==> config.mk <==
export PLATFORM = sky130hd
export DESIGN_NAME = if_fetch_unit_flat
export DESIGN_NICKNAME = d
export VERILOG_FILES = /design/src/rtl/if_fetch_unit_if.sv /design/src/rtl/if_fetch_unit.sv /design/src/flat_wrapper.sv
export SDC_FILE = /design/constraint.sdc
export NUM_CORES = 1
export LEC_CHECK = 0
export CAP_MARGIN = 25
export CORE_UTILIZATION = 50
export CTS_BUF_LIST = sky130_fd_sc_hd__clkbuf_16
export DETAILED_ROUTE_END_ITERATION = 12
export GPL_ROUTABILITY_DRIVEN = 0
export PLACE_DENSITY = 0.86
export SYNTH_ARGS = -nofsm -noshare
export SYNTH_HDL_FRONTEND = slang
export SYNTH_SLANG_ARGS = --single-unit
==> constraint.sdc <==
create_clock -name clock -period 2.5 [get_ports clock]
set_clock_uncertainty 0.05 [all_clocks]
set_input_delay 0.5 -clock clock [delete_from_list [all_inputs] [get_ports clock]]
set_output_delay 0.5 -clock clock [all_outputs]
set_load 0.02 [all_outputs]
==> src/rtl/if_fetch_unit_if.sv <==
// Instruction-memory read port: a single outstanding word read over a req/ack handshake.
interface if_fetch_unit_if;
    logic        imem_req;
    logic [15:0] imem_addr;
    logic        imem_ack;
    logic [15:0] imem_rdata;

    modport master (output imem_req, output imem_addr, input imem_ack, input imem_rdata);
    modport slave  (input imem_req, input imem_addr, output imem_ack, output imem_rdata);
endinterface

==> src/rtl/if_fetch_unit.sv <==
// IF stage: owns the PC, fetches over a req/ack port and feeds IF/ID through an output slot plus skid.
// Optional ack watchdog (fetch_error, retry) is enabled by defining IF_FETCH_TIMEOUT_EN.
module if_fetch_unit #(
    parameter logic [15:0] RESET_PC       = 16'h0000,
    parameter logic [15:0] PC_INC         = 16'd1,
    parameter int          TIMEOUT_CYCLES = 16
) (
    input  logic            clock,
    input  logic            reset,
    input  logic            pc_write,
    input  logic            branch_taken,
    input  logic [15:0]     branch_target,
    if_fetch_unit_if.master imem,
    output logic [15:0]     instruction_out,
    output logic [15:0]     instr_addr_out,
    output logic            fetch_valid,
    output logic            if_flush,
    output logic            fetch_error
);
    typedef enum logic [1:0] {S_IDLE, S_WAIT, S_HOLD, S_DRAIN} state_t;

    state_t      state, state_next;
    logic [15:0] pc, drain_addr, skid_data, skid_addr;
    logic        req, ack, req_done, slot_free, redirect, gap, timeout_hit;

    assign slot_free = !fetch_valid || pc_write;
    assign redirect  = branch_taken && (state != S_IDLE);
    assign ack       = imem.imem_ack && req;
    // The current request is finished after this cycle: answered, withdrawn, or never issued.
    assign req_done  = ack || timeout_hit || !req;
    assign if_flush  = branch_taken;
    assign imem.imem_req = req;

`ifdef IF_FETCH_TIMEOUT_EN
    localparam int CW = $clog2(TIMEOUT_CYCLES + 1);
    logic [CW-1:0] wd_count;

    assign timeout_hit = req && !ack && (wd_count == CW'(TIMEOUT_CYCLES - 1));

    always_ff @(posedge clock) begin
        if (reset) begin
            wd_count    <= '0;
            gap         <= 1'b0;
            fetch_error <= 1'b0;
        end else begin
            gap <= timeout_hit;
            if (timeout_hit) fetch_error <= 1'b1;
            if (!req || ack || timeout_hit || state_next != state) wd_count <= '0;
            else                                                   wd_count <= wd_count + 1'b1;
        end
    end
`else
    logic [31:0] unused_timeout;
    assign unused_timeout = 32'(TIMEOUT_CYCLES);
    assign timeout_hit    = 1'b0;
    assign gap            = 1'b0;
    assign fetch_error    = 1'b0;
`endif

    // NOTE: clocked state uses non-blocking (<=) so every register samples pre-edge values.
    always_ff @(posedge clock) begin
        if (reset) state <= S_IDLE;
        else       state <= state_next;
    end

    // NOTE: each combinational output gets a default first, so no path can infer a latch.
    always_comb begin
        state_next = state;
        unique case (state)
            S_IDLE:  state_next = S_WAIT;
            S_WAIT: begin
                if (redirect)               state_next = req_done ? S_WAIT : S_DRAIN;
                else if (ack && !slot_free) state_next = S_HOLD;
            end
            S_HOLD:  if (redirect || pc_write) state_next = S_WAIT;
            S_DRAIN: if (ack || timeout_hit)   state_next = S_WAIT;
            default: state_next = S_IDLE;
        endcase
    end

    always_comb begin
        req            = 1'b0;
        imem.imem_addr = pc;
        unique case (state)
            S_WAIT:  req = !gap;
            S_DRAIN: begin
                req            = 1'b1;
                imem.imem_addr = drain_addr;
            end
            default: ;
        endcase
    end

    always_ff @(posedge clock) begin
        if (reset) begin
            pc              <= RESET_PC;
            drain_addr      <= '0;
            skid_data       <= '0;
            skid_addr       <= '0;
            instruction_out <= '0;
            instr_addr_out  <= '0;
            fetch_valid     <= 1'b0;
        end else if (redirect) begin
            pc              <= branch_target;
            instruction_out <= '0;
            instr_addr_out  <= '0;
            fetch_valid     <= 1'b0;
            if (state == S_WAIT && !req_done) drain_addr <= pc;
        end else if (state == S_WAIT && ack) begin
            pc <= pc + PC_INC;
            if (slot_free) begin
                instruction_out <= imem.imem_rdata;
                instr_addr_out  <= pc;
                fetch_valid     <= 1'b1;
            end else begin
                skid_data <= imem.imem_rdata;
                skid_addr <= pc;
            end
        end else if (state == S_HOLD) begin
            if (pc_write) begin
                instruction_out <= skid_data;
                instr_addr_out  <= skid_addr;
                fetch_valid     <= 1'b1;
            end
        end else if (fetch_valid && pc_write) begin
            instruction_out <= '0;
            instr_addr_out  <= '0;
            fetch_valid     <= 1'b0;
        end
    end
endmodule

==> src/flat_wrapper.sv <==
// flat-port wrapper written by rule: the top's interface ports become plain ports
module if_fetch_unit_flat 
#(
    parameter logic [15:0] RESET_PC       = 16'h0000,
    parameter logic [15:0] PC_INC         = 16'd1,
    parameter int          TIMEOUT_CYCLES = 16
)
  (clock, reset, pc_write, branch_taken, branch_target, instruction_out, instr_addr_out, fetch_valid, if_flush, fetch_error, imem_imem_req, imem_imem_addr, imem_imem_ack, imem_imem_rdata);
  if_fetch_unit_if imem_i ();
  input  logic clock;
  input  logic reset;
  input  logic pc_write;
  input  logic branch_taken;
  input  logic [15:0] branch_target;
  output logic [15:0] instruction_out;
  output logic [15:0] instr_addr_out;
  output logic fetch_valid;
  output logic if_flush;
  output logic fetch_error;
  output wire logic [$bits(imem_i.imem_req)-1:0] imem_imem_req;
  output wire logic [$bits(imem_i.imem_addr)-1:0] imem_imem_addr;
  input wire logic [$bits(imem_i.imem_ack)-1:0] imem_imem_ack;
  input wire logic [$bits(imem_i.imem_rdata)-1:0] imem_imem_rdata;
  assign imem_imem_req = imem_i.imem_req;
  assign imem_imem_addr = imem_i.imem_addr;
  assign imem_i.imem_ack = imem_imem_ack;
  assign imem_i.imem_rdata = imem_imem_rdata;
  if_fetch_unit #(.RESET_PC(RESET_PC), .PC_INC(PC_INC), .TIMEOUT_CYCLES(TIMEOUT_CYCLES)) u_core (.clock(clock), .reset(reset), .pc_write(pc_write), .branch_taken(branch_taken), .branch_target(branch_target), .imem(imem_i), .instruction_out(instruction_out), .instr_addr_out(instr_addr_out), .fetch_valid(fetch_valid), .if_flush(if_flush), .fetch_error(fetch_error));
endmodule
==> results of run 1 <==
## layer usage
layer | share of wire | global-route usage | vias to the layer above | routed length (um)
li1 | - | - | 2151 | -
met1 | 0.42 | 0.347 | 2193 | 5440
met2 | 0.49 | 0.438 | 229 | 6380
met3 | 0.069 | 0.0292 | 33 | 896
met4 | 0.026 | 0.127 | 0 | 340
met5 | 0 | 0 | - | 0
## kinds of logic (layout without fill, tap and decap cells)
| family | Yosys count | after routing |
|---|---|---|
| adder cells (fa/ha/maj) | 1 | 1 |
| AO/OA/AOI/OAI | 171 | 171 |
| flip-flops | 99 | 99 |
| multiplexers | 18 | 18 |
| XOR/XNOR | 6 | 6 |
| AND/OR/NAND/NOR | 203 | 203 |
| buffers and inverters | 68 | 130 |
| other | 1 | 1 |
## registers in the layout, summed over array words and instances (netlist names)
name                    cells
u_core.instr_addr_out      16
u_core.drain_addr          16
u_core.skid_data           16
u_core.fetch_valid          1
u_core.state                2
u_core.instruction_out     16
u_core.pc                  16
u_core.skid_addr           16
## per-stage QoR
step                worst slack (ns)  std cells
finish                        0.0527        758
CTS                           0.0499        758
global route                 0.00685        758
floorplan                      0.511        567
global placement               0.167        742
detailed placement             0.123        742
## cell type report
type,instances,area [sq um]
clock buffer,9,225
clock inverter,7,91.3
fill,731,3220
inverter,3,11.3
multi-input combinational,400,2520
sequential,99,1980
tap,129,161
timing repair buffer,111,1070
## placed cells by master (no fill, tap or decap), types with 3 or more instances in the layout
cell	count
a211oi_1	4
a211oi_2	30
a21oi_1	63
a22oi_1	35
a32oi_1	3
and3_1	6
and4_1	3
buf_4	22
clkbuf_16	9
clkdlybuf4s50_1	86
dfxtp_1	99
inv_1	3
inv_6	3
mux2_2	16
nand2_1	108
nand2b_1	4
nand4_1	4
nor2_1	12
nor2b_1	6
nor3_1	34
o21ai_0	10
o22ai_1	5
or2_2	3
xnor2_1	3
xor2_1	3
## path summary, 6_finish.rpt
| check | start | endpoint | slack (ns) | depth (start not counted) |
|---|---|---|---|---|
| worst max-delay path | u_core.state[0] | imem_imem_addr[15] | 0.05 | 4 |
| worst min-delay path | u_core.skid_addr[6] | u_core.skid_addr[6] | 0.40 | 2 |
| worst max register to register | u_core.state[0] | u_core.instr_addr_out[7] | 0.47 | 6 |
| worst min register to register | u_core.skid_addr[6] | u_core.skid_addr[6] | 0.40 | 2 |
## worst min-delay path, cell delays in order, from the launching register on
cell and delay, ns:
dfxtp_1 0.31, nand2_1 0.05, a21oi_1 0.05
## where the power goes
group	internal (W)	switching [W]
sequential	0.00165	0.0000768
clock	0.000802	0.000652
combinational	0.000357	0.000443
==> results.cfg, run 1 <==
[sta]
relSlewSlack = 0.581
rsz0062_at_grt = no
period_minus_slack_ns = 2.45
slew_viol_final = 0
fmax_ghz = 0.409
holdWs_ns = 0.404
setup_viol = 0
finalCritPeriodShare = 0.979
tns_ns = 0
hold_viol = 0
worstMarginPinSlew_ns = 0.628

[critical_path]
worstPathMaxFanout = 16
cpMaxStageDelayCell = clkdlybuf4s50_1
path_cells = nand2_1 > buf_4 > mux2_2 > clkdlybuf4s50_1
worstPathRequired_ns = 1.95
critical_path_arrival_ns = 1.90
cp-end-kind = primary output
cp_top_family = buffers and inverters
crit_type = flop to primary output
crit_buf_inv = 2
slowest_delay_ns = 0.55
startpoint_type = flop

[logic_synthesis]
synth_top_family_by_area = compound AO/OA/AOI/OAI gates
ys_types = 59
async_flop_share = 0
syn-num-nets = 605
synth_sequential_area_ratio = 0.412
synth_compound_area_frac = 0.264
synthesis.area_sq_mm = 0.00481
yosys.area.top_type = dfxtp_1
yosysMostFrequentCell = nand2_1
ys_ff_latch = 99
synth_common_cells = nand2_1, dfxtp_1, a21oi_1
synth-simple-area-share = 0.202
muxShareOfSynthArea = 0.0416
synthCells = 567
synthAdderAreaFrac = 0.00260
synth-xor-area-share = 0.0109
synth_edf_count = 0
synth_area_leaders = dfxtp_1, nand2_1, a211oi_2
yosysWarnings = 0
synth_top_area_share = 0.412
ys.flop_type = dfxtp_1
syn_area_per_cell_sq_um = 8.49

[hold_path]
worstHoldPathType = flop to flop

[floorplanning]
ios = 89
start_util = 0.519
row_count = 35
die_h_um = 100
fp.dieW_um = 100
dieArea_sq_mm = 0.0100
core_sq_mm = 0.00928

[final_layout]
syn_to_final_growth_pct = 26.0
antenna_cells = 0
final_cell_area_sq_mm = 0.00607
fin_nets = 662
drive_above_1_share = 0.159
final_core_util = 0.654

[cts]
cts_resized = 0
cts_made_buffers = 9
cts_hold_buf = 0
root_buffer = clkbuf_16
max-clock-path-buffers = 2
postCtsSetupBuffers = 0
cts-htree-levels = 3
clock_latency_ns = 0.34
cts_tree = built
clk_pin_slew_ns = 0.07
cts.sinks = 99

[run_status]
status = completed

[placement]
dpl_cell_area_sq_mm = 0.00575
hpwl_um = 8460
io_buffers = 87

[global_routing]
antenna_found_initial = 0
grt_first_pass_wirelength_um = 21200
grt_overflow = 0
track_usage = 0.265
grt_max_degree = 35
first_global_vias = 4394

[routing]
drcViolationCount = 0
postRouteWirelength_um = 13100
drtAntennaViolNets = 0
vias_per_cell = 6.08
drtIter0Drc = 448
routedWlPerCell_um = 17.2
vias = 4606
dr.pass1.iters = 5

[run]
cap_violations = 0

[power_and_ir_drop]
leakage_nw = 2.00
finalPower_w = 0.00398
cellPowerDensity_mw_per_mm2 = 657
ir_worst_vdd_v = 0.000417
Note: power is estimated with default switching activity, not from simulation.
==> inputs of run 2 (changes only) <==
--- a/config.mk
+++ b/config.mk
@@ -10,7 +10,7 @@
 export CTS_BUF_LIST = sky130_fd_sc_hd__clkbuf_16
 export DETAILED_ROUTE_END_ITERATION = 12
 export GPL_ROUTABILITY_DRIVEN = 0
-export PLACE_DENSITY = 0.86
+export PLACE_DENSITY = 0.79
 export SYNTH_ARGS = -nofsm -noshare
 export SYNTH_HDL_FRONTEND = slang
 export SYNTH_SLANG_ARGS = --single-unit
==> run 2 against run 1 <==
Net effect:
- via count shrank 1.3%
- cell area grew 1.2%
- largest power group unchanged
- sequential power is essentially flat
- register-to-register slack gained 0.10 ns
==> results.cfg, run 2 (synthesis gave the netlist of run 1 again) <==
[placement]
io_buffers = 87
hpwl_um = 8560
place_ws_ns = 0.168
dpl_cell_area_sq_mm = 0.00580

[critical_path]
r2r_end = u_core.pc[12]
worstReg2RegStart = u_core.pc[0]
path_cells = nand2_1 > buf_4 > mux2_2 > clkdlybuf4s50_1
critical_path_arrival_ns = 1.89
cp-startpoint = u_core.state[1]
reg2regPathDepth = 5
startpoint_type = flop
worstPathRequired_ns = 1.95
crit_type = flop to primary output
cp-end-kind = primary output
cpMaxStageDelayCell = clkdlybuf4s50_1
worstPathMaxFanout = 16
slowest_delay_ns = 0.55
reg2reg_slack_ns = 0.57
crit_end = imem_imem_addr[15]

[final_layout]
antenna_cells = 0
final_cell_area_sq_mm = 0.00614
fin_nets = 668
syn_to_final_growth_pct = 27.5
final_cell_mix = nand2_1, dfxtp_1, clkdlybuf4s50_1
drive_above_1_share = 0.169
final_common_cell = nand2_1

[routing]
postRouteWirelength_um = 13000
drcViolationCount = 0
dr.pass1.iters = 5
routedWlPerCell_um = 17.0
vias_per_cell = 5.95
drtIter0Drc = 361
vias = 4548
drtAntennaViolNets = 0

[floorplanning]
core_sq_mm = 0.00928
ios = 89
dieArea_sq_mm = 0.0100
row_count = 35
die_h_um = 100
start_util = 0.519
fp.dieW_um = 100

[cts]
cts_hold_buf = 0
root_buffer = clkbuf_16
max-clock-path-buffers = 2
cts-htree-levels = 3
cts.sinks = 99
cts_resized = 0
cts_made_buffers = 9
cts_tree = built
postCtsSetupBuffers = 0
clk_pin_slew_ns = 0.07
clock_latency_ns = 0.34

[sta]
period_minus_slack_ns = 2.44
worst_slack_ns = 0.0573
worstMarginPinSlew_ns = 0.701
setup_viol = 0
rsz0062_at_grt = no
hold_viol = 0
holdWs_ns = 0.404
tns_ns = 0
fmax_ghz = 0.409
slew_viol_final = 0
relSlewSlack = 0.532
finalCritPeriodShare = 0.977

[power_and_ir_drop]
ir_worst_vdd_v = 0.000446
leakage_nw = 2.05
cellPowerDensity_mw_per_mm2 = 670
finalPower_w = 0.00411

[hold_path]
worstHoldPathType = flop to flop
min-delay-start = u_core.drain_addr[13]

[global_routing]
first_global_vias = 4273
grt_max_degree = 47
antenna_found_initial = 0
grt_overflow = 0
grt_first_pass_wirelength_um = 21300
track_usage = 0.267

[run_status]
status = completed

[run]
cap_violations = 0
[run 2: how the worst min path moves through the flow]
stage	cells after the start	end	slack, ns
2_1_floorplan	2	u_core.drain_addr[0]	0.38
3_3_place_gp	2	u_core.drain_addr[6]	0.39
3_5_place_dp	2	u_core.drain_addr[13]	0.40
4_1_cts	2	u_core.drain_addr[13]	0.41
5_1_grt	2	u_core.drain_addr[2]	0.42
6_report	2	u_core.drain_addr[13]	0.40
[run 2: per-layer routing]
| layer | global-route usage | vias up | part of all wire | wire, um |
|---|---|---|---|---|
| li1 | - | 2162 | - | - |
| met1 | 0.347 | 2175 | 0.42 | 5530 |
| met2 | 0.448 | 186 | 0.49 | 6430 |
| met3 | 0.0327 | 25 | 0.061 | 793 |
| met4 | 0.111 | 0 | 0.020 | 264 |
| met5 | 0 | - | 0 | 0 |
[run 2: per-stage QoR]
| step | util | instances |
|---|---|---|
| final | 0.661 | 764 |
| after global routing | 0.661 | 764 |
| after CTS | 0.661 | 764 |
| after detailed placement | 0.624 | 748 |
| after global placement | 0.624 | 748 |
| after floorplan | - | 567 |
[run 2: worst max-delay path: cells and delay by family (launching register included)]
kind          cells  cell delay (ns)
buf+inv           2             0.80
mux               1             0.38
flops             1             0.31
simple gates      1             0.06
[run 2: power breakdown]
part / internal, W / switching, W
Clock: 0.000909 / 0.000662
Sequential: 0.00165 / 0.0000678
Combinational: 0.000369 / 0.000452
Total: 0.00293 / 0.00118
[run 2: cell type report]
class                   instances  area (sq um)
clock buffers                   9           225
clock inverters                 7           119
fillers                       780          3140
inverters                       3          11.3
multi-input cells             400          2520
flip-flops and latches         99          1980
well taps                     129           161
repair buffers                117          1120
==> inputs of run 3 (changes only) <==
--- a/config.mk
+++ b/config.mk
@@ -6,11 +6,11 @@
 export NUM_CORES = 1
 export LEC_CHECK = 0
 export CAP_MARGIN = 25
-export CORE_UTILIZATION = 50
+export CORE_UTILIZATION = 52
 export CTS_BUF_LIST = sky130_fd_sc_hd__clkbuf_16
 export DETAILED_ROUTE_END_ITERATION = 12
 export GPL_ROUTABILITY_DRIVEN = 0
-export PLACE_DENSITY = 0.79
+export PLACE_DENSITY = 0.81
 export SYNTH_ARGS = -nofsm -noshare
 export SYNTH_HDL_FRONTEND = slang
 export SYNTH_SLANG_ARGS = --single-unit
==> run 3 against run 2 <==
Net effect:
- the run now ends with DRC left
- fmax grew 1.5%
- clock power shrank 13%
- sequential share of layout area grew 0.17 points
- global-route usage grew 0.74 points
- critical endpoint unchanged
- largest cell class unchanged
==> results.cfg, run 3 (synthesis gave the netlist of run 1 again) <==
[sta]
hold_viol = 0
fmax_ghz = 0.415
worstMarginPinSlew_ns = 0.551
tns_ns = 0
rsz0062_at_grt = no
finalCritPeriodShare = 0.963
slew_viol_final = 0
holdWs_ns = 0.405
relSlewSlack = 0.632
setup_viol = 0
period_minus_slack_ns = 2.41

[routing]
postRouteWirelength_um = 13100
drtIter0Drc = 453
vias = 4641
vias_per_cell = 6.21
routedWlPerCell_um = 17.5
drcViolationCount = 5
drtAntennaViolNets = 0
dr.pass1.iters = 11

[power_and_ir_drop]
swShare = 0.302
ir_worst_vdd_v = 0.000351
leakage_nw = 2.06
cellPowerDensity_mw_per_mm2 = 641
power_frac_clock = 0.348
pwr-share-comb = 0.215
internal_power_w = 0.00273
p_sw_w = 0.00118
pwr-share-seq = 0.437

[floorplanning]
fp.dieW_um = 98.2
die_h_um = 98.2
row_count = 34
ios = 89
start_util = 0.544
dieArea_sq_mm = 0.00965
core_sq_mm = 0.00885

[critical_path]
worstPathMaxFanout = 16
critical_path_arrival_ns = 1.86
crit_type = flop to primary output
cp-end-kind = primary output
crit_end = imem_imem_addr[15]
r2r_end = u_core.drain_addr[14]
worstReg2RegStart = u_core.state[0]
cp-startpoint = u_core.state[0]
startpoint_type = flop
reg2regPathDepth = 5
worstPathRequired_ns = 1.95
reg2reg_slack_ns = 0.60

[cts]
clock_latency_ns = 0.34
clk_pin_slew_ns = 0.07
root_buffer = clkbuf_16
postCtsSetupBuffers = 0
max-clock-path-buffers = 2
cts.sinks = 99
cts-htree-levels = 3
cts_made_buffers = 9
cts_hold_buf = 0
cts_tree = built

[placement]
hpwl_um = 8570
io_buffers = 87

[global_routing]
first_global_vias = 4409
grt_max_degree = 43
track_usage = 0.274
antenna_found_initial = 0
grt_first_pass_wirelength_um = 21400
grt_overflow = 0

[final_layout]
n_fill_cell = 703
syn_to_final_growth_pct = 26.9
fin_nets = 672
final_core_util = 0.690
final_common_cell = nand2_1
multi_input_area_sq_mm = 0.00252
regArea_sq_mm = 0.00198
drive_above_1_share = 0.174
antenna_cells = 0
final_cell_mix = nand2_1, dfxtp_1, clkdlybuf4s50_1

[run_status]
status = complete, but fails checks
violations = DRC

[hold_path]
min-delay-start = u_core.skid_addr[8]
worstHoldPathType = flop to flop

[run]
cap_violations = 0
## run 3: changes by cell type in the layout (fill, tap and decap cells not counted)
cell	previous run	this run
inv_6	0	3
buf_4	28	30
bufinv_16	2	0
inv_8	3	1
buf_12	2	3
buf_6	0	1
clkinv_2	0	1
## run 3: power groups by stage
stage | registers, W | clock network (W) | logic [W]
floorplan | 0.00178 | 0 | 0.000466
global placement | 0.00174 | 0 | 0.000812
detailed placement | 0.00175 | 0 | 0.000828
CTS | 0.00171 | 0.00137 | 0.000836
global route | 0.00172 | 0.00144 | 0.000895
finish | 0.00171 | 0.00136 | 0.000842
## run 3: per-stage QoR
stage / std cells / total power (W) / instance area [sq um] / setup WS [ns]
final: 747 / 0.00392 / 6110 / 0.0922
after global routing: 747 / 0.00405 / 6110 / 0.0520
after CTS: 747 / 0.00392 / 6100 / 0.0438
after detailed placement: 731 / 0.00258 / 5810 / 0.201
after global placement: 731 / 0.00256 / 5810 / 0.236
after floorplan: 567 / 0.00225 / 4810 / 0.511
## run 3: layout make-up
| class | count | share of cell area |
|---|---|---|
| multi-input combinational | 400 | 0.413 |
| sequential | 99 | 0.324 |
| timing repair buffer | 121 | 0.190 |
| clock buffer | 9 | 0.0369 |
| tap | 108 | 0.0221 |
| clock inverter | 7 | 0.0111 |
| inverter | 3 | 0.00184 |
## run 3: layer usage
| metal | up-vias | track usage | part of all wire |
|---|---|---|---|
| li1 | 2162 | - | - |
| met1 | 2225 | 0.346 | 0.43 |
| met2 | 216 | 0.464 | 0.48 |
| met3 | 38 | 0.0451 | 0.060 |
| met4 | 0 | 0.117 | 0.026 |
| met5 | - | 0 | 0 |
## run 3: repair_timing
item                                    in CTS  in global routing
endpoints found under the setup margin       0                  3
gates resized for setup                      0                  1
endpoints found under the hold margin        0                  0
## run 3: worst min path at each step
stage / to / depth (start not counted)
3_3_place_gp: u_core.drain_addr[10] / 2
3_5_place_dp: u_core.skid_data[14] / 2
4_1_cts: u_core.skid_addr[8] / 2
6_report: u_core.skid_addr[8] / 2
2_1_floorplan: u_core.drain_addr[0] / 2
5_1_grt: u_core.skid_data[2] / 2
## run 3: critical path, stage by stage, from the launching register on
cell	delay (ns)
dfxtp_1	0.32
nand2_1	0.07
buf_6	0.21
mux2_2	0.38
clkdlybuf4s50_1	0.54
